[config.mk]
export PLATFORM = sky130hd
export DESIGN_NAME = ld_axis_ingress
export DESIGN_NICKNAME = d
export VERILOG_FILES = /design/src/rtl/ld_pkg.sv /design/src/rtl/ld_beat_unpacker.sv /design/src/rtl/ld_axis_ingress.sv
export SDC_FILE = /design/constraint.sdc
export NUM_CORES = 1
export LEC_CHECK = 0
export CAP_MARGIN = 30
export CELL_PAD_IN_SITES_DETAIL_PLACEMENT = 2
export CELL_PAD_IN_SITES_GLOBAL_PLACEMENT = 2
export CORE_MARGIN = 5
export CORE_UTILIZATION = 30
export DETAILED_ROUTE_END_ITERATION = 8
export PLACE_DENSITY_LB_ADDON = 0.25
export SETUP_SLACK_MARGIN = 0.2
export SLEW_MARGIN = 20
export SYNTH_ARGS = -nofsm -noshare
export SYNTH_HDL_FRONTEND = slang
export SYNTH_SLANG_ARGS = --single-unit
[constraint.sdc]
create_clock -name clk -period 3.65 [get_ports clk]
set_clock_uncertainty 0.15 [all_clocks]
set_input_delay 0.73 -clock clk [delete_from_list [all_inputs] [get_ports clk]]
set_output_delay 0.73 -clock clk [all_outputs]
set_load 0.03 [all_outputs]
[src/rtl/ld_pkg.sv]
// Shared state encoding, default geometry and width helper for the lane-detection ingress.
package ld_pkg;

    typedef enum logic [1:0] {WAIT_SOF, ACTIVE, RESYNC} ld_state_t;

    localparam int LD_IMG_WIDTH  = 416;
    localparam int LD_IMG_LENGTH = 416;
    localparam int LD_RGB_WIDTH  = 24;
    localparam int LD_PPC        = 2;

    // Counter width that never collapses to zero bits (PPC=1 still needs a lane register).
    function automatic int ld_w(input int n);
        return ($clog2(n) > 0) ? $clog2(n) : 1;
    endfunction

endpackage

[src/rtl/ld_beat_unpacker.sv]
// Holds one PPC-pixel beat and shifts it out one pixel per transfer; pixel 0 is valid the cycle after load.
// Beat ready is high when empty or when the last lane is leaving, so a stream of beats sustains 1 pixel/cycle.
module ld_beat_unpacker
    import ld_pkg::*;
#(
    parameter int PPC       = LD_PPC,
    parameter int RGB_WIDTH = LD_RGB_WIDTH,
    parameter int LANE_W    = ld_w(LD_PPC)
) (
    input  logic                     clk,
    input  logic                     rst_n,
    input  logic                     i_load,
    input  logic [RGB_WIDTH*PPC-1:0] i_beat_dat,
    input  logic                     i_pix_rdy,
    output logic                     o_beat_rdy,
    output logic                     o_pix_vld,
    output logic [RGB_WIDTH-1:0]     o_pix_dat,
    output logic [LANE_W-1:0]        o_lane
);

    logic [RGB_WIDTH*PPC-1:0] r_dat;
    logic                     r_full;
    logic [LANE_W-1:0]        r_lane;
    logic                     w_last;

    assign w_last     = (r_lane == LANE_W'(PPC - 1));
    assign o_beat_rdy = !r_full || (w_last && i_pix_rdy);
    assign o_pix_vld  = r_full;
    assign o_pix_dat  = r_dat[int'(r_lane)*RGB_WIDTH +: RGB_WIDTH];
    assign o_lane     = r_lane;

    always_ff @(posedge clk or negedge rst_n) begin
        if (!rst_n) begin
            r_dat  <= '0;
            r_full <= 1'b0;
            r_lane <= '0;
        end else if (i_load) begin
            r_dat  <= i_beat_dat;
            r_full <= 1'b1;
            r_lane <= '0;
        end else if (r_full && i_pix_rdy) begin
            if (w_last) r_full <= 1'b0;
            else        r_lane <= r_lane + LANE_W'(1);
        end
    end

endmodule

[src/rtl/ld_axis_ingress.sv]
// AXI4-Stream video to 1 pixel/cycle with row/col/eol/eof tags; framing FSM and 1-cycle error pulses.
// Optional saturating err_count port when LD_INGRESS_ERR_CNT_EN is defined.
module ld_axis_ingress
    import ld_pkg::*;
#(
    parameter int IMG_WIDTH  = LD_IMG_WIDTH,
    parameter int IMG_LENGTH = LD_IMG_LENGTH,
    parameter int RGB_WIDTH  = LD_RGB_WIDTH,
    parameter int PPC        = LD_PPC,
    parameter int AXI_WIDTH  = RGB_WIDTH * PPC
) (
    input  logic                        clk,
    input  logic                        rst_n,
    input  logic [AXI_WIDTH-1:0]        s_axi_video_tdata,
    input  logic                        s_axi_video_tvalid,
    output logic                        s_axi_video_ready,
    input  logic                        s_axi_video_tlast,
    input  logic                        s_axi_video_tuser,
    output logic [RGB_WIDTH-1:0]        m_pix_data,
    output logic                        m_pix_valid,
    input  logic                        m_pix_ready,
    output logic [ld_w(IMG_WIDTH)-1:0]  m_pix_col,
    output logic [ld_w(IMG_LENGTH)-1:0] m_pix_row,
    output logic                        m_pix_eol,
    output logic                        m_pix_eof,
    output logic                        frame_done,
    output logic                        err_early_eol,
    output logic                        err_late_eol,
    output logic                        err_sof_mid
`ifdef LD_INGRESS_ERR_CNT_EN
    ,
    output logic [15:0]                 err_count
`endif
);

    localparam int COL_W  = ld_w(IMG_WIDTH);
    localparam int ROW_W  = ld_w(IMG_LENGTH);
    localparam int LANE_W = ld_w(PPC);

    ld_state_t          r_state, w_nstate;
    logic [ROW_W-1:0]   r_row, r_brow, w_nrow, w_jrow;
    logic [COL_W-1:0]   r_col, r_bcol, w_ncol, w_jcol;
    logic               r_beol, r_beof, w_eol, w_eof;
    logic               r_e_early, r_e_late, r_e_sof;
    logic               w_e_early, w_e_late, w_e_sof;
    logic               w_acc, w_load, w_end, w_lrow, w_beat_rdy;
    logic [LANE_W-1:0]  w_lane;
    logic               w_last_lane;

    ld_beat_unpacker #(.PPC(PPC), .RGB_WIDTH(RGB_WIDTH), .LANE_W(LANE_W)) u_unpack (
        .clk        (clk),
        .rst_n      (rst_n),
        .i_load     (w_load),
        .i_beat_dat (s_axi_video_tdata),
        .i_pix_rdy  (m_pix_ready),
        .o_beat_rdy (w_beat_rdy),
        .o_pix_vld  (m_pix_valid),
        .o_pix_dat  (m_pix_data),
        .o_lane     (w_lane)
    );

    assign s_axi_video_ready = w_beat_rdy;
    assign w_acc             = s_axi_video_tvalid && w_beat_rdy;

    // Position of the next beat is tracked at acceptance; tags for the held beat are latched with it.
    always_comb begin
        w_jrow    = s_axi_video_tuser ? '0 : r_row;
        w_jcol    = s_axi_video_tuser ? '0 : r_col;
        w_end     = (int'(w_jcol) + PPC) == IMG_WIDTH;
        w_lrow    = int'(w_jrow) == (IMG_LENGTH - 1);
        w_load    = 1'b0;
        w_nstate  = r_state;
        w_nrow    = r_row;
        w_ncol    = r_col;
        w_eol     = 1'b0;
        w_eof     = 1'b0;
        w_e_early = 1'b0;
        w_e_late  = 1'b0;
        w_e_sof   = 1'b0;
        if (w_acc) begin
            w_load  = s_axi_video_tuser || (r_state == ACTIVE);
            w_e_sof = s_axi_video_tuser && (r_state != WAIT_SOF);
            if (!w_load) begin
                if (r_state == RESYNC && s_axi_video_tlast) w_nstate = ACTIVE;
            end else if (s_axi_video_tlast || w_end) begin
                w_eol     = 1'b1;
                w_eof     = w_lrow;
                w_e_early = s_axi_video_tlast && !w_end;
                w_e_late  = !s_axi_video_tlast;
                w_ncol    = '0;
                w_nrow    = w_lrow ? '0 : w_jrow + ROW_W'(1);
                w_nstate  = w_lrow ? WAIT_SOF : (s_axi_video_tlast ? ACTIVE : RESYNC);
            end else begin
                w_ncol    = w_jcol + COL_W'(PPC);
                w_nrow    = w_jrow;
                w_nstate  = ACTIVE;
            end
        end
    end

    always_ff @(posedge clk or negedge rst_n) begin
        if (!rst_n) begin
            r_state   <= WAIT_SOF;
            r_row     <= '0;
            r_col     <= '0;
            r_brow    <= '0;
            r_bcol    <= '0;
            r_beol    <= 1'b0;
            r_beof    <= 1'b0;
            r_e_early <= 1'b0;
            r_e_late  <= 1'b0;
            r_e_sof   <= 1'b0;
        end else begin
            r_state   <= w_nstate;
            r_row     <= w_nrow;
            r_col     <= w_ncol;
            r_e_early <= w_e_early;
            r_e_late  <= w_e_late;
            r_e_sof   <= w_e_sof;
            if (w_load) begin
                r_brow <= w_jrow;
                r_bcol <= w_jcol;
                r_beol <= w_eol;
                r_beof <= w_eof;
            end
        end
    end

    assign w_last_lane   = (w_lane == LANE_W'(PPC - 1));
    assign m_pix_row     = r_brow;
    assign m_pix_col     = r_bcol + COL_W'(w_lane);
    assign m_pix_eol     = m_pix_valid && r_beol && w_last_lane;
    assign m_pix_eof     = m_pix_valid && r_beof && w_last_lane;
    assign frame_done    = m_pix_eof && m_pix_ready;
    assign err_early_eol = r_e_early;
    assign err_late_eol  = r_e_late;
    assign err_sof_mid   = r_e_sof;

`ifdef LD_INGRESS_ERR_CNT_EN
    logic [15:0] r_err_cnt;

    always_ff @(posedge clk or negedge rst_n) begin
        if (!rst_n)
            r_err_cnt <= '0;
        else if ((r_e_early || r_e_late || r_e_sof) && r_err_cnt != 16'hFFFF)
            r_err_cnt <= r_err_cnt + 16'd1;
    end

    assign err_count = r_err_cnt;
`endif

endmodule

==> metrics.md, run 1 <==
| Metric | Value |
|---|---|
| Sink Count | 93 |
| Rel. slew slack | 54.0% |
| Max Fanout on Critical Path | 11 |
| Final Net Count | 650 |
| Drt via density | 5.04 |
| Die area | 0.0177 mm² |
| Max_cap viols | 0 |
| Drt wl/cell | 18.4 µm |
| Logic pwr share | 45.9% |
| Worst-Margin Slew | 690 ps |
| Initial Utilization | 30.3% |
| Reg area | 0.00233 mm² |
| Pins over their slew limit | 0 |
| Worst skew pair latency | 360 ps |
| R2r setup slk | 730 ps |
| Top sig layer | met5 |
| Top-count cell post-synth | nand2_1 |
| Final setup margin | 325 ps |
| Final Instance Area | 0.00614 mm² |
| CP Launch Type | input pin |
| Layout cells sized above 1 | 12.4% |
| TritonRoute pass-1 iters | 4 |
| R2R cell count | 9 |
| Met1 WL | 6.20 mm |
| Sw Pwr | 1.95 mW |
| Rows | 45 |
| Period utilization | 91.1% |
| Post-synth top area cell | dfrtp_1 |
| GR Overflow Total | 0 |
| Setup crit end kind | register |
| Unrepaired setup endpoints after global routing | no |
| Post-CTS resize count | 0 |
| Mapped Cells | 494 |
| Post-synth top area share | 51.1% |
| Syn_nets | 552 |
| Placed inst area | 0.00585 mm² |
| H-tree depth | 3 |
| Post-synthesis sequential area ratio | 51.1% |
| Place WS | 12.2 ps |
| CP required | 3750 ps |
| Final setup violation count | 0 |
| Seq pwr share | 34.7% |
| Cell-internal power | 2.83 mW |
| Top post-synthesis cells by count | 185 x nand2_1, 93 x dfrtp_1, 26 x mux2_2 |
| Num CTS Buffers | 9 |
| # diodes | 0 |
| Sw Share | 40.8% |
| Met3 WL | 657 µm |
| Mapped cell area | 0.00455 mm² |
| Die Y | 133 µm |
| CORE AREA | 0.0150 mm² |
| First-pass GRT wire length | 23.6 mm |
| Ys async rst share | 100% |
| Flops & latches, synth | 93 |
| Lkg Pwr | 2.81 nW |
| Reg2reg start | r_col[1] |
| Vias in the first global route | 4589 |
| Fillers | 1630 |
| Via count | 3954 |
| Antenna-violating nets left | 0 |
| Residual DRC count | 0 |
| Post-synth EDFFs | 0 |
| Synth unique cells | 59 |
| Clock Pin Slew Worst Setup and Hold Paths | 70 ps |
| Buffers added on ports | 103 |
| Clk network pwr share | 19.4% |
| I/O pins | 104 |
| PD cells | 780 mW/mm² |
| FMAX | 301 MHz |
| Ys Warns | 0 |
| Hpwl dp | 10.1 mm |
| Hold WS | 257 ps |
| Area of the multi-input gates | 0.00207 mm² |
| Top FF cell, synth | dfrtp_1 |
| Worst-case vdd ir drop | 378 µV |
| Drt total wl | 14.4 mm |
| GP Congestion | 0.822 |
| Buffer count from post-CTS setup fixing | 0 |
| Mean area per synthesized cell | 9.22 µm² |
| Largest net degree at the start of global routing | 58 |
| Min Tclk post-route | 3330 ps |
| DR iter-0 viols | 155 |
| Status | complete, no violations |
| Final hold violation count | 0 |
| Root Driver | clkbuf_16 |
| Die Wd | 133 µm |
| CTS Hold Bufs | 0 |
| Met2 routed WL | 7.35 mm |
| Worst r2r dst | r_row[2] |
| Total Routing Usage GR | 16.6% |
| P&R area growth vs syn | 34.7% |
| Hold crit path type | input pin to asynchronous set/reset pin |
| Clock buffer depth | 2 |
| Ranking of synthesized cells by area | dfrtp_1 51%, nand2_1 15%, mux2_2 6.4%, o21ai_0 2.1%, xnor2_1 1.5% |
| WS Path Type | input pin to register |
| CTS tree | yes |
| Worst EP arrival | 3420 ps |
| Initial antenna violation count | 1 |
| TNS Setup | 0 ps |
## cells in the final DEF (no fill, tap or decap), drive strengths merged, types with 4 or more instances in the layout
cell / instances
nor2: 15
nor2b: 6
a21oi: 11
buf: 18
nor3: 6
nand2: 185
o21ai: 19
a22o: 5
dfrtp: 93
a22oi: 5
and3: 7
clkbuf: 13
nand3: 10
clkdlybuf4s50: 99
mux2: 26
inv: 6
xnor2: 8
nand2b: 6
ha: 4
o31ai: 4
nand4: 5
## sequential cells by signal, summed over array words and instances, names as in the netlist
signal              count
r_col                   9
u_unpack.r_dat         48
r_beol                  1
u_unpack.o_pix_vld      1
u_unpack.o_lane         1
m_pix_row               9
r_state                 2
err_early_eol           1
r_row                   9
r_beof                  1
err_late_eol            1
r_bcol                  9
err_sof_mid             1
## layer usage
| metal | up-vias | GRT usage (%) |
|---|---|---|
| met2 | 72 | 29.5 |
| li1 | 1856 | - |
| met5 | - | 0 |
| met1 | 2009 | 19.3 |
| met3 | 15 | 4.83 |
| met4 | 2 | 5.26 |
## cell type report
type                    instances  area share [%]
clock inverters                 3           0.306
inverters                       6           0.367
flip-flops and latches         93            37.9
well taps                     188            3.83
repair buffers                117            19.4
clock buffers                  13            4.40
multi-input cells             365            33.8
## kinds of logic after synthesis
group                    share of synthesized area [%]
AND/OR/NAND/NOR                                   24.8
multiplexers                                      6.43
flip-flops                                        51.1
AO/OA/AOI/OAI                                     11.0
buffers and inverters                             3.65
adder cells (fa/ha/maj)                           1.10
XOR/XNOR                                          1.92
## stage by stage
stage | std cells | util, % | power (mW)
after floorplan | 494 | - | 2.96
after global placement | 769 | 38.9 | 3.81
after detailed placement | 769 | 38.9 | 3.91
after CTS | 785 | 40.8 | 4.88
after global routing | 785 | 40.8 | 5.08
final | 785 | 40.8 | 4.79
## critical path, stage by stage
cell and delay (ps):
clkdlybuf4s50_1 460, nor2b_1 240, ha_1 300, nor4b_2 270, o311ai_1 200, a211oi_1 400, a21oi_2 240, buf_4 220
nand3b_1 150, a32o_1 210
## worst max path at each step
stage	cells after the start	endpoint	start	slack, ps
after floorplan	11	r_row[7]	s_axi_video_tuser	410
after global placement	9	r_row[2]	s_axi_video_tuser	160
after CTS	10	r_row[2]	s_axi_video_tuser	360
after detailed placement	10	r_row[2]	s_axi_video_tuser	10
after global routing	10	r_row[2]	s_axi_video_tuser	200
final	10	r_row[2]	s_axi_video_tuser	320
## power groups by stage
stage | clock network, mW | logic, mW | registers [mW]
global placement | 0 | 2.17 | 1.65
CTS | 0.960 | 2.25 | 1.67
floorplan | 0 | 1.33 | 1.63
detailed placement | 0 | 2.23 | 1.68
finish | 0.929 | 2.20 | 1.66
global route | 0.997 | 2.38 | 1.71
Power figures use the tool's default switching activity.
==> inputs of run 2 (changes only) <==
--- a/config.mk
+++ b/config.mk
@@ -5,7 +5,7 @@
 export SDC_FILE = /design/constraint.sdc
 export NUM_CORES = 1
 export LEC_CHECK = 0
-export CAP_MARGIN = 30
+export CAP_MARGIN = 5
 export CELL_PAD_IN_SITES_DETAIL_PLACEMENT = 2
 export CELL_PAD_IN_SITES_GLOBAL_PLACEMENT = 2
 export CORE_MARGIN = 5
==> constraint.sdc (replaced) <==
create_clock -name clk -period 3.49 [get_ports clk]
set_clock_uncertainty 0.15 [all_clocks]
set_input_delay 0.698 -clock clk [delete_from_list [all_inputs] [get_ports clk]]
set_output_delay 0.698 -clock clk [all_outputs]
set_load 0.03 [all_outputs]
==> metrics.md, run 2 (synthesized netlist as in run 1, its figures left out) <==
| Metric | Value |
|---|---|
| Antenna-violating nets left | 0 (unchanged) |
| Layout cells sized above 1 | 13.4% (+0.96 points) |
| CTS tree | yes |
| Root Driver | clkbuf_16 |
| Sink Count | 93 (unchanged) |
| P&R area growth vs syn | 36.5% |
| Pins over their slew limit | 0 (unchanged) |
| Unrepaired setup endpoints after global routing | yes |
| Status | complete, no violations |
| Drt via density | 4.97 (-1.2%) |
| Drt wl/cell | 18.0 µm (-2.1%) |
| H-tree depth | 3 (unchanged) |
| Max_cap viols | 0 (unchanged) |
| GR Overflow Total | 0 (unchanged) |
| Die area | 0.0177 mm² (unchanged) |
| Hold crit path type | input pin to asynchronous set/reset pin |
| Min Tclk post-route | 3180 ps |
| Worst Setup SP | s_axi_video_tuser |
| Final Net Count | 653 (+0.46%) |
| Clock Pin Slew Worst Setup and Hold Paths | 60 ps (about the same) |
| Total Routing Usage GR | 16.6% (about the same) |
| Residual DRC count | 0 (unchanged) |
| Setup crit end kind | register |
| Hpwl dp | 10.0 mm (-0.54%) |
| Hold WS | 248 ps (-9.03 ps) |
| Fillers | 1636 (+0.37%) |
| I/O pins | 104 (unchanged) |
| Most used cells in the layout excluding fill and tap cells | 185 x nand2_1, 97 x clkdlybuf4s50_1, 93 x dfrtp_1 |
| CP Launch Type | input pin |
| Period utilization | 91.0% |
| Commonest non-fill, non-tap cell in the layout | nand2_1 |
| Via count | 3915 (-0.99%) |
| CP required | 3580 ps (-170 ps) |
| Worst EP arrival | 3270 ps (-150 ps) |
| First-pass GRT wire length | 23.5 mm (-0.38%) |
| Die Y | 133 µm (unchanged) |
| FMAX | 315 MHz |
| Top reg by flops | u_unpack.r_dat |
| Worst skew pair latency | 360 ps (about the same) |
| Largest net degree at the start of global routing | 94 (+62%) |
| Reg2reg start | r_col[1] |
| PD cells | 824 mW/mm² (+5.6%) |
| Die Wd | 133 µm (unchanged) |
| Worst r2r dst | r_row[2] |
| TritonRoute pass-1 iters | 4 (unchanged) |
| Initial antenna violation count | 1 (unchanged) |
| Critical Path End | r_row[2] |
| Rows | 45 (unchanged) |
| # diodes | 0 (unchanged) |
| Num CTS Buffers | 9 (unchanged) |
| Lkg Pwr | 2.85 nW (+1.3%) |
| Rel. slew slack | 60.7% (+6.7 points) |
| GP Congestion | 0.826 (+0.49%) |
| R2r setup slk | 660 ps (-70 ps) |
| Final setup violation count | 0 (unchanged) |
| Max reg flops | 48 (unchanged) |
| Max Fanout on Critical Path | 11 (unchanged) |
| Post-CTS resize count | 0 (unchanged) |
| CTS Hold Bufs | 0 (unchanged) |
| R2R cell count | 9 (unchanged) |
| Worst-Margin Slew | 581 ps (-109 ps) |
| WS Path Type | input pin to register |
| Total power | 5.12 mW (+7.0%) |
| Clock buffer depth | 2 (unchanged) |
| Buffer count from post-CTS setup fixing | 0 (unchanged) |
| Initial Utilization | 30.3% (unchanged) |
| CORE AREA | 0.0150 mm² (unchanged) |
| Worst-case vdd ir drop | 404 µV (+6.7%) |
| DR iter-0 viols | 127 (-18%) |
| Final hold violation count | 0 (unchanged) |
| Buffers added on ports | 103 (unchanged) |
| Vias in the first global route | 4442 (-3.2%) |
| Drt total wl | 14.2 mm (-1.8%) |
[run 2: cell types whose count changed in the layout (fill, tap and decap cells not counted), sizes merged]
cell,change
bufinv,+2
clkdlybuf4s50,-2
buf,+5
clkinv,-2
clkbuf,-1
[run 2: cell type report]
cell class,instances,area (µm²),area share [%]
clock inverter,3,68.8,1.11
inverter,6,22.5,0.362
multi-input combinational,365,2090,33.6
timing repair buffer,120,1220,19.6
sequential,93,2330,37.4
clock buffer,12,256,4.13
tap,188,235,3.78
[run 2: metal layers]
layer | part of all wire [%] | track usage (%) | wire, µm | vias to the layer above
met1 | 44 | 20.4 | 6300 | 1967
met5 | 0.092 | 0 | 13 | -
met2 | 49 | 27.7 | 6950 | 74
met3 | 5.2 | 6.00 | 734 | 17
li1 | - | - | - | 1855
met4 | 1.3 | 4.69 | 180 | 2
[run 2: worst min-delay path by stage]
stage / start / to / cells after the start
6_report: rst_n / u_unpack.r_dat[24] / 2
4_1_cts: rst_n / m_pix_row[7] / 2
2_1_floorplan: rst_n / err_early_eol / 0
5_1_grt: rst_n / m_pix_row[2] / 2
3_3_place_gp: u_unpack.r_dat[42] / u_unpack.r_dat[42] / 2
3_5_place_dp: r_beol / r_beol / 1
[run 2: per-stage QoR]
stage / util (%) / worst slack [ps] / std cells / setup TNS, ps / instance area [µm²]
after detailed placement: 39.1 / -57.1 / 772 / -111 / 5880
final: 41.4 / 314 / 787 / 0 / 6220
after CTS: 41.3 / 208 / 787 / 0 / 6200
after floorplan: - / 285 / 494 / 0 / 4550
after global routing: 41.4 / 169 / 787 / 0 / 6220
after global placement: 39.1 / 68.7 / 772 / 0 / 5880
[run 2: power by group]
group	internal [mW]	leakage [nW]	switching [mW]
Sequential	1.45	1.19	0.281
Clock	0.665	0.159	0.431
Combinational	0.980	1.50	1.31
Total	3.09	2.85	2.03
[run 2: worst max-delay path, cell delays in order]
cell	delay [ps]
clkdlybuf4s50_1	470
nor2b_2	190
ha_1	270
nor4b_2	270
o311ai_1	240
a211oi_2	380
a21oi_4	170
buf_4	210
nand3b_1	150
a32o_1	210
==> inputs of run 3 (changes only) <==
--- a/config.mk
+++ b/config.mk
@@ -11,7 +11,8 @@
 export CORE_MARGIN = 5
 export CORE_UTILIZATION = 30
 export DETAILED_ROUTE_END_ITERATION = 8
-export PLACE_DENSITY_LB_ADDON = 0.25
+export HOLD_SLACK_MARGIN = 0.08
+export PLACE_DENSITY = 0.77
 export SETUP_SLACK_MARGIN = 0.2
 export SLEW_MARGIN = 20
 export SYNTH_ARGS = -nofsm -noshare
==> metrics.md, run 3 (synthesized netlist as in run 1, its figures left out) <==
| Metric | Value |
|---|---|
| CP Launch Type | input pin |
| Max Fanout on Critical Path | 9 (-2) |
| Final Net Count | 658 (+0.77%) |
| H-tree depth | 3 (unchanged) |
| Layout cells sized above 1 | 14.0% (+0.69 points) |
| WS Path Type | input pin to register |
| FMAX | 315 MHz (+0.16%) |
| Rel. slew slack | 66.8% (+6.1 points) |
| Clock buffer depth | 2 (unchanged) |
| Cell-internal power | 3.10 mW (+0.20%) |
| Drt via density | 4.99 (+0.23%) |
| Buffer count from post-CTS setup fixing | 0 (unchanged) |
| Die area | 0.0177 mm² (unchanged) |
| First-pass GRT wire length | 24.1 mm (+2.5%) |
| Drt wl/cell | 18.1 µm (+0.51%) |
| Setup crit end kind | register |
| Root Driver | clkbuf_16 |
| # diodes | 0 (unchanged) |
| Initial Utilization | 30.3% (unchanged) |
| Post-Route Utilization | 41.4% (about the same) |
| Die Y | 133 µm (unchanged) |
| Rows | 45 (unchanged) |
| Pins over their slew limit | 0 (unchanged) |
| Worst-Margin Slew | 498 ps (-83.0 ps) |
| Die Wd | 133 µm (unchanged) |
| DR iter-0 viols | 165 (+30%) |
| Sw Share | 39.9% (+0.39 points) |
| Final setup violation count | 0 (unchanged) |
| Slowest CP cell | or4_1 |
| Num CTS Buffers | 9 (unchanged) |
| Total Routing Usage GR | 17.0% (+0.42 points) |
| Fillers | 1600 (-2.2%) |
| CTS Hold Bufs | 0 (unchanged) |
| Drt total wl | 14.4 mm (+1.3%) |
| Seq pwr share | 33.6% (-0.2 points) |
| Sw Pwr | 2.06 mW (+1.8%) |
| CP required | 3620 ps (+40 ps) |
| Status | complete, no violations |
| Hpwl dp | 10.5 mm (+5.2%) |
| Total power | 5.16 mW (+0.85%) |
| R2r setup slk | 710 ps (+50 ps) |
| Max reg flops | 48 (unchanged) |
| Vias in the first global route | 4576 (+3.0%) |
| Via count | 3954 (+1.0%) |
| Max_cap viols | 0 (unchanged) |
| Residual DRC count | 0 (unchanged) |
| Delay-heaviest family, CP | simple AND/OR/NAND/NOR gates |
| Most used cells in the layout excluding fill and tap cells | 185 x nand2_1, 98 x clkdlybuf4s50_1, 93 x dfrtp_1 |
| P&R area growth vs syn | 36.6% (about the same) |
| Hold crit path type | input pin to asynchronous set/reset pin |
| Period utilization | 90.9% (-0.15 points) |
| Final hold violation count | 0 (unchanged) |
| Worst skew pair latency | 350 ps (about the same) |
| Worst-case vdd ir drop | 393 µV (-2.6%) |
| CP peak stage delay | 510 ps (+40 ps) |
| TritonRoute pass-1 iters | 4 (unchanged) |
| CORE AREA | 0.0150 mm² (unchanged) |
| GP Congestion | 0.845 (+2.3%) |
| Buffers added on ports | 103 (unchanged) |
| Unrepaired setup endpoints after global routing | no |
| GR Overflow Total | 0 (unchanged) |
| PD cells | 830 mW/mm² (+0.81%) |
| Largest net degree at the start of global routing | 60 (-36%) |
| Worst-path cell chain | clkdlybuf4s50_1 > nor2b_1 > ha_1 > nor4b_2 > o311ai_1 > a211oi_2 > a21oi_2 > or4_1 > nand3_1 |
| Worst EP arrival | 3310 ps (+40 ps) |
| I/O pins | 104 (unchanged) |
| Clock Pin Slew Worst Setup and Hold Paths | 60 ps (about the same) |
| Initial antenna violation count | 0 (-1) |
| Clk network pwr share | 21.3% (about the same) |
| Top reg by flops | u_unpack.r_dat |
| Min Tclk post-route | 3170 ps (-5.14 ps) |
| Worst Path Buf+Inv | 1 (-1) |
| Antenna-violating nets left | 0 (unchanged) |
| Sink Count | 93 (unchanged) |
| Lkg Pwr | 2.86 nW (+0.68%) |
| Commonest non-fill, non-tap cell in the layout | nand2_1 |
| CTS tree | yes |
| Logic pwr share | 45.1% (+0.3 points) |
==> run 3: stage by stage <==
step	worst slack, ps	TNS, ps	std cells	hold WS [ps]	area [µm²]
after CTS	211	0	793	168	6210
after floorplan	285	0	494	252	4550
after global routing	202	0	793	194	6220
after detailed placement	-110	-631	777	313	5880
after global placement	141	0	777	303	5880
final	319	0	793	156	6220
==> run 3: final timing paths <==
kind | end | startpoint | depth (start not counted)
worst min register to register | u_unpack.r_dat[10] | u_unpack.r_dat[10] | 2
worst min-delay path | u_unpack.r_dat[47] | rst_n | 1
worst max register to register | r_row[6] | r_col[1] | 8
max in group asynchronous | u_unpack.r_dat[26] | rst_n | 2
min in group clk | u_unpack.r_dat[10] | u_unpack.r_dat[10] | 2
worst max-delay path | r_row[6] | s_axi_video_tuser | 9
==> run 3: layer usage <==
layer  vias to the layer above  GRT usage (%)  share of wire [%]
li1                       1876              -                  -
met1                      1973           20.8                 44
met4                         0           6.80                1.7
met2                        89           27.9                 48
met5                         -              0                  0
met3                        16           5.51                6.2
==> run 3: what timing repair did <==
action                                 in CTS  in global routing
gates resized for setup                     0                  1
endpoints found under the hold margin       0                  0
setup endpoints to repair                   0                 12
==> run 3: worst register-to-register path: stages (launching register included) <==
cell,delay [ps]
dfrtp_1,450
nor2b_1,250
ha_1,300
nor4b_2,240
o311ai_1,190
a211oi_2,330
a21oi_2,190
or4_1,510
nand3_1,100
==> run 3: power groups by stage <==
stage                     clock network [mW]  logic (mW)  registers, mW
final                                   1.10        2.33           1.74
after global routing                    1.18        2.54           1.79
after CTS                               1.13        2.38           1.74
after detailed placement                   0        2.35           1.76
after global placement                     0        2.29           1.72
after floorplan                            0        1.39           1.70
==> run 3: area by class of cell <==
type	instances	area (µm²)	area share [%]
clock buffers	11	253	4.06
clock inverters	5	82.6	1.33
inverters	6	22.5	0.362
multi-input cells	365	2080	33.4
flip-flops and latches	93	2330	37.4
well taps	188	235	3.78
repair buffers	125	1220	19.6
